## src/rtl/ifu_fetch_pkg.sv

```systemverilog
// Shared definitions for the instruction fetch unit.
//   ifu_state_e  : fetch FSM states
//   INST_W       : instruction word width
//   INST_BYTES / MEM_BYTES and the matching offset-bit counts used for
//   alignment checks and doubleword address formation.
package ifu_fetch_pkg;

  localparam int INST_W         = 32;
  localparam int INST_BYTES     = 4;
  localparam int MEM_BYTES      = 8;
  localparam int INST_OFFS_BITS = $clog2(INST_BYTES);  // 2
  localparam int MEM_OFFS_BITS  = $clog2(MEM_BYTES);   // 3

  typedef enum logic [1:0] {
    ST_IDLE = 2'd0,  // capture pc_i
    ST_REQ  = 2'd1,  // memory read outstanding
    ST_HOLD = 2'd2,  // instruction presented to decode
    ST_DROP = 2'd3   // redirected while a read was outstanding; absorb its ack
  } ifu_state_e;

endpackage

```

## src/rtl/ifu_fetch.sv

```systemverilog
// Instruction fetch unit: one instruction in flight at a time.
// The PC register lives outside; it advances on pc_step and is loaded with
// a jump target on redirect.
//
// Ports
//   clk, rst        : clock, async active-high reset
//   pc_i            : current fetch address
//   pc_step         : advance PC (combinational, only on decode handshake)
//   redirect        : PC was loaded with a jump target; flush fetch in flight
//   mem_req/addr    : doubleword read request, held until mem_ack
//   mem_ack/rdata   : read response
//   inst_valid/ready, inst, inst_pc, inst_fault : decode interface
//   fetch_cnt       : number of instructions accepted by decode
module ifu_fetch
  import ifu_fetch_pkg::*;
#(
  parameter int XLEN = 64
) (
  input  logic                clk,
  input  logic                rst,
  input  logic [XLEN-1:0]     pc_i,
  output logic                pc_step,
  input  logic                redirect,
  output logic                mem_req,
  output logic [XLEN-1:0]     mem_addr,
  input  logic                mem_ack,
  input  logic [63:0]         mem_rdata,
  output logic                inst_valid,
  input  logic                inst_ready,
  output logic [INST_W-1:0]   inst,
  output logic [XLEN-1:0]     inst_pc,
  output logic                inst_fault,
  output logic [63:0]         fetch_cnt
);

  ifu_state_e          state_q, state_d;
  logic [XLEN-1:0]     pc_q, pc_d;
  logic [XLEN-1:0]     addr_q, addr_d;
  logic [INST_W-1:0]   inst_q, inst_d;
  logic                fault_q, fault_d;
  logic [63:0]         cnt_q, cnt_d;

  logic                misaligned;
  logic                fire;
  logic [INST_W-1:0]   sel_word;

  assign misaligned = |pc_i[INST_OFFS_BITS-1:0];
  // pc_q[2] picks the upper or lower half of the doubleword.
  assign sel_word   = pc_q[INST_OFFS_BITS] ? mem_rdata[63:32] : mem_rdata[31:0];
  assign fire       = (state_q == ST_HOLD) & inst_ready & ~redirect;

  always_comb begin
    state_d = state_q;
    pc_d    = pc_q;
    addr_d  = addr_q;
    inst_d  = inst_q;
    fault_d = fault_q;
    cnt_d   = cnt_q;
    unique case (state_q)
      ST_IDLE: begin
        if (!redirect) begin
          pc_d   = pc_i;
          addr_d = {pc_i[XLEN-1:MEM_OFFS_BITS], {MEM_OFFS_BITS{1'b0}}};
          if (misaligned) begin
            // Fault is reported straight away; memory is never touched.
            inst_d  = '0;
            fault_d = 1'b1;
            state_d = ST_HOLD;
          end else begin
            state_d = ST_REQ;
          end
        end
      end
      ST_REQ: begin
        if (mem_ack) begin
          if (redirect) begin
            state_d = ST_IDLE;  // data arrives too late to be useful
          end else begin
            inst_d  = sel_word;
            fault_d = 1'b0;
            state_d = ST_HOLD;
          end
        end else if (redirect) begin
          state_d = ST_DROP;
        end
      end
      ST_HOLD: begin
        if (fire) begin
          cnt_d   = cnt_q + 64'd1;
          state_d = ST_IDLE;
        end else if (redirect) begin
          state_d = ST_IDLE;
        end
      end
      ST_DROP: begin
        // The read must still complete; redirect has nothing more to flush.
        if (mem_ack) state_d = ST_IDLE;
      end
      default: state_d = ST_IDLE;
    endcase
  end

  always_ff @(posedge clk or posedge rst) begin
    if (rst) begin
      state_q <= ST_IDLE;
      pc_q    <= '0;
      addr_q  <= '0;
      inst_q  <= '0;
      fault_q <= 1'b0;
      cnt_q   <= '0;
    end else begin
      state_q <= state_d;
      pc_q    <= pc_d;
      addr_q  <= addr_d;
      inst_q  <= inst_d;
      fault_q <= fault_d;
      cnt_q   <= cnt_d;
    end
  end

  assign pc_step    = fire;
  assign mem_req    = (state_q == ST_REQ) | (state_q == ST_DROP);
  assign mem_addr   = addr_q;
  assign inst_valid = (state_q == ST_HOLD);
  assign inst       = inst_q;
  assign inst_pc    = pc_q;
  assign inst_fault = fault_q;
  assign fetch_cnt  = cnt_q;

endmodule

```

## config.mk

```make
export PLATFORM = sky130hd
export DESIGN_NAME = ifu_fetch
export DESIGN_NICKNAME = d
export VERILOG_FILES = /design/src/rtl/ifu_fetch_pkg.sv /design/src/rtl/ifu_fetch.sv
export SDC_FILE = /design/constraint.sdc
export NUM_CORES = 1
export LEC_CHECK = 0
export CAP_MARGIN = 10
export CORE_MARGIN = 2
export CORE_UTILIZATION = 38
export DETAILED_ROUTE_END_ITERATION = 7
export GPL_TIMING_DRIVEN = 0
export PLACE_DENSITY = 0.78
export SYNTH_ARGS = -nofsm -noshare
export SYNTH_HDL_FRONTEND = slang
export SYNTH_SLANG_ARGS = --single-unit
```

## constraint.sdc

```tcl
create_clock -name clk -period 5.5 [get_ports clk]
set_input_delay 1.1 -clock clk [delete_from_list [all_inputs] [get_ports clk]]
set_output_delay 1.1 -clock clk [all_outputs]
set_load 0.03 [all_outputs]
```

Word-level counts from Yosys, hierarchy flattened
Index checks and enable logic that the tools add are counted.
{"block": "word_totals", "input_bits": 133, "register_bits": 224, "elab_cells": 48}
{"block": "op_classes", "bitwise": 4, "muxes": 20, "eq_ne": 10, "addsub": 1, "reduce_logical": 7}
{"operator": "32-bit 2-to-1 mux", "n": 5}
{"operator": "64-bit by 1-bit adder with 64-bit output, second input constant", "n": 1}
{"operator": "32-bit case mux with 2 select lines", "n": 1}
{"operator": "2-bit 2-to-1 mux", "n": 8}
{"operator": "2-bit inequality test, second input constant", "n": 5}
{"operator": "2-bit case mux with 4 select lines", "n": 1}
{"operator": "3-bit inequality test, second input constant", "n": 2}
{"operator": "5-bit AND reduction", "n": 1}
{"operator": "2-bit == test, second input constant", "n": 2}
{"operator": "1-bit 2-to-1 mux", "n": 4}
{"operator": "2-bit AND reduction", "n": 2}
{"operator": "4-bit AND reduction", "n": 1}
{"operator": "1-bit bitwise AND", "n": 2}
{"operator": "2-bit by 1-bit == test with 1-bit output, second input constant", "n": 1}
{"operator": "2-bit zero test", "n": 1}
{"operator": "1-bit case mux with 2 select lines", "n": 1}
{"operator": "2-bit nonzero test", "n": 1}
{"operator": "2-bit OR reduction", "n": 1}
{"operator": "1-bit NOT", "n": 1}
{"operator": "1-bit bitwise OR", "n": 1}

Logic depth before layout (Yosys ltp)
{"block": "depth", "ltp_word": 5, "ltp_mapped": 7, "depth_no_buf": 6}

Worst setup path before layout
Ideal clock, no wire load.
{"block": "synth_path", "path_type": "input -> register", "start": "input port redirect", "end": "register cnt_q[58], in the netlist fetch_cnt[58]", "n_path_buf": 0, "required_time_ns": 5.366, "stages": 6, "arrival_time_ns": 2.642, "setup_slack_ns": 2.724, "path_cell_list": "nand4bb_4 > inv_2 > nand4_4 > nand4b_4 > or4_4 > xnor2_2"}
{"block": "synth_via", "elab_chain_cells": 3}
{"element": "from (decl)", "line": "ifu_fetch.sv:23", "rtl": "input logic redirect,"}
{"element": "1-bit NOT (no source line)"}
{"element": "1-bit bitwise AND", "line": "ifu_fetch.sv:50", "rtl": "assign fire = (state_q == ST_HOLD) & inst_ready & ~redirect;"}
{"element": "net pc_step", "line": "ifu_fetch.sv:22", "rtl": "output logic pc_step,"}
{"element": "2-bit AND reduction (no source line)"}
{"element": "to (signal assigned)", "line": "ifu_fetch.sv:117", "rtl": "cnt_q <= cnt_d;"}
{"element": "to (decl)", "line": "ifu_fetch.sv:41", "rtl": "logic [63:0] cnt_q, cnt_d;"}
The timed path passes the listed nets, and every way through them passes these cells.
A chain may end at the register's enable or synchronous reset.

Worst setup path in the final report
{"block": "layout_path", "start": "input port redirect", "end": "output port pc_step"}
{"block": "layout_via", "elab_chain_cells": 2}
{"element": "1-bit NOT (no source line)"}
{"element": "1-bit bitwise AND", "line": "ifu_fetch.sv:50"}
{"element": "to (decl)", "line": "ifu_fetch.sv:22"}
Every way passes these cells.

==> results.py <==
metrics = {
    "global_route": {
        "first_global_vias": 7021,
        "antenna_found_initial": 2,
        "globalRoute.totalOverflow": 0,
        "grt_max_degree": 42,
        "grt_pass1_wl_mm": 38.1,
        "track_usage_pct": 22.6,
    },
    "clock_tree": {
        "htree_levels": 4,
        "cts_buffer_depth": 2,
        "cts_tree": "yes",
        "cts_hold_buf": 0,
        "clock_sinks": 163,
        "worst_skew_pair.late_latency_ns": 0.42,
        "postCtsResizedCells": 0,
        "clkTransAtPathRegs_ns": 0.06,
        "cts_setup_buffers": 0,
        "root_buffer": "clkbuf_16",
        "numCtsBuffers": 17,
    },
    "route": {
        "totalWireLength_mm": 23.8,
        "antenna_left": 0,
        "vias": 6937,
        "avgRoutedWirePerCell_um": 16.4,
        "drc": 0,
        "firstDrtPassIters": 4,
        "viasPerCell": 4.79,
        "drt_iter0_drc": 241,
    },
    "timing": {
        "fin_setup_tns_ns": 0,
        "finalCritPeriodShare_pct": 71.3,
        "fin_crit_ns": 3.92,
        "hold_slack_ns": 0.476,
        "worst_slew_pin_slew_ns": 0.721,
        "grt_setup_unrepaired": "false",
        "slew_headroom_pct": 51.9,
        "setup_viol": 0,
        "drv_slew": 0,
        "clock.fmax_ghz": 0.255,
        "finalClockSkew_ns": 0.0143,
        "finalHoldViolations": 0,
    },
    "cells_and_area": {
        "seqCellArea_sq_um": 4080,
        "layout.nets": 1296,
        "multi_input_area_sq_um": 2980,
        "fill_cells": 1747,
        "final_area_sq_um": 12300,
        "syn_to_final_growth_pct": 59.5,
        "post-route-util_pct": 61.2,
        "drive_above_1_share_pct": 10.1,
    },
    "setup_path": {
        "worstPathMaxFanout": 6,
        "cp.arrival_ns": 2.82,
        "endpoint_kind": "primary output",
        "start_kind": "input pin",
        "required_ns": 4.40,
        "path_class": "input pin to primary output",
    },
    "die": {
        "num_rows": 52,
        "core-area_sq_um": 20000,
        "die_h_um": 146,
        "dieArea_sq_um": 21400,
        "initial_core_util_pct": 38.4,
        "ios": 361,
        "dieWidth_um": 146,
    },
    "placed_design": {
        "gp_congestion": 0.831,
        "io_buffers": 357,
        "placed_cell_area_sq_um": 11700,
        "dpl.hpwl_mm": 18.9,
    },
    "synth": {
        "syn_inst": 780,
        "ys_ff_latch": 163,
        "synth_area_leader_cell": "dfrtp_1",
        "synth_area_per_cell_sq_um": 9.86,
        "mappedNetlistArea_sq_um": 7690,
        "synthFlopType": "dfrtp_1",
        "yosys.area.top_type_share_pct": 53.1,
        "yosysUniqueCellTypes": 43,
        "synth_area_leaders": "dfrtp_1, nand2_1, buf_4",
        "synth-seq-area-share_pct": 53.1,
        "synth_edf_count": 0,
        "ys_warn_count": 0,
        "async_flop_share_pct": 100,
    },
    "run_status": {
        "outcome": "complete, no violations",
    },
    "min_path": {
        "hold_path.class": "register to register",
    },
    "power": {
        "irDropWorstVdd_mv": 0.205,
        "p_leak_nw": 5.59,
        "powerDensity_nw_per_um2": 351,
    },
    "flow_run": {
        "max_cap_violations": 0,
    },
}
## through the flow
stage	power, mW	setup WS, ns	cells
after floorplan	2.44	2.33	782
after global placement	3.16	0.903	1409
after detailed placement	3.19	1.58	1413
after CTS	4.34	1.57	1445
after global routing	4.50	1.48	1447
final	4.30	1.58	1447
## routing by layer
layer,part of all wire (%),routed length [um],GRT usage [%],up-vias
li1,-,-,-,3289
met1,40,9610,27.6,3321
met2,49,11800,38.1,279
met3,6.9,1640,6.06,48
met4,3.2,765,9.03,0
met5,0,0,0,-
## cells in the final DEF (no fill, tap or decap), drive strengths merged, types with 2 or more instances in the layout
| cell type | count |
|---|---|
| and4 | 3 |
| buf | 75 |
| clkbuf | 44 |
| clkdlybuf4s50 | 357 |
| clkinv | 3 |
| clkinvlp | 4 |
| conb | 3 |
| dfrtp | 163 |
| diode | 2 |
| inv | 14 |
| mux2i | 32 |
| nand2 | 254 |
| nand2b | 3 |
| nand3 | 19 |
| nand4 | 26 |
| nor2 | 21 |
| nor2b | 2 |
| nor3 | 18 |
| nor3b | 3 |
| nor4 | 14 |
| o31ai | 33 |
| or2 | 3 |
| or3 | 4 |
| or4 | 2 |
| xnor2 | 33 |
| xor2 | 30 |
## worst paths after layout
check | start | endpoint | slack (ns) | cells after the start
min in group asynchronous | rst | inst_pc[43]$_DFFE_PP0P_ | 1.11 | 2
max reg2reg | state_q[0]$_DFFE_PP0P_ | fetch_cnt[41]$_DFFE_PP0P_ | 3.12 | 5
min reg2reg | inst[23]$_DFFE_PP0P_ | inst[23]$_DFFE_PP0P_ | 0.48 | 2
min | inst[23]$_DFFE_PP0P_ | inst[23]$_DFFE_PP0P_ | 0.48 | 2
max in group asynchronous | rst | inst[29]$_DFFE_PP0P_ | 3.49 | 4
max | redirect | pc_step | 1.58 | 4
## where the power goes
| group | switching [mW] | internal [mW] | total, mW |
|---|---|---|---|
| Clock | 0.504 | 0.645 | 1.15 |
| Sequential | 0.144 | 1.35 | 1.49 |
| Combinational | 0.907 | 0.753 | 1.66 |
| Total | 1.56 | 2.75 | 4.30 |
## critical path, stage by stage
cell and delay [ns]:
clkdlybuf4s50_1 0.51, nand4bb_4 0.35, inv_2 0.15, clkdlybuf4s50_1 0.71
## registers in the layout, indices dropped and copies added (netlist names)
signal and flops:
inst_fault 1, fetch_cnt 64, inst_pc 64, state_q 2, inst 32
## layout make-up
cell class                      count  area share (%)
Inverter                           10           0.337
Tap cell                          270            2.75
Timing Repair Buffer              361            29.8
Sequential cell                   163            33.3
Clock inverter                     12           0.990
Clock buffer                       20            3.64
Antenna cell                        2          0.0408
Multi-Input combinational cell    514            24.3
Buffer                             95            4.93
## synth_stat cells, types with 2 or more instances
library cell    n
and4_1          3
nor4_2          2
nand3_1        19
xor2_1         30
nand2_1       254
nor2_1         21
or2_2           3
buf_4          64
mux2i_1        32
nor3b_1         3
clkbuf_1       24
dfrtp_1       163
or3_1           4
nand4_4         3
nor4_1         10
nor4_4          2
inv_1           9
nand2b_1        3
nand4_2         2
nor3_1         16
nor3_2          2
nand4_1        21
xnor2_1        32
nor2b_1         2
buf_1           6
o31ai_1        33
## logic make-up (layout without fill, tap and decap cells)
family | Yosys count | in the layout | share of synthesized area, %
xor gates and xnor gates | 63 | 63 | 7.27
DFF | 163 | 163 | 53.1
buffers and inverters | 105 | 498 | 8.35
AOI/OAI and AO/OA | 38 | 38 | 3.65
adders and majority gates | 1 | 1 | 0.163
and+or+nand+nor | 377 | 377 | 23.3
other | 1 | 5 | 0.0488
muxes | 32 | 32 | 4.17
Note: power is estimated with default switching activity, not from simulation.
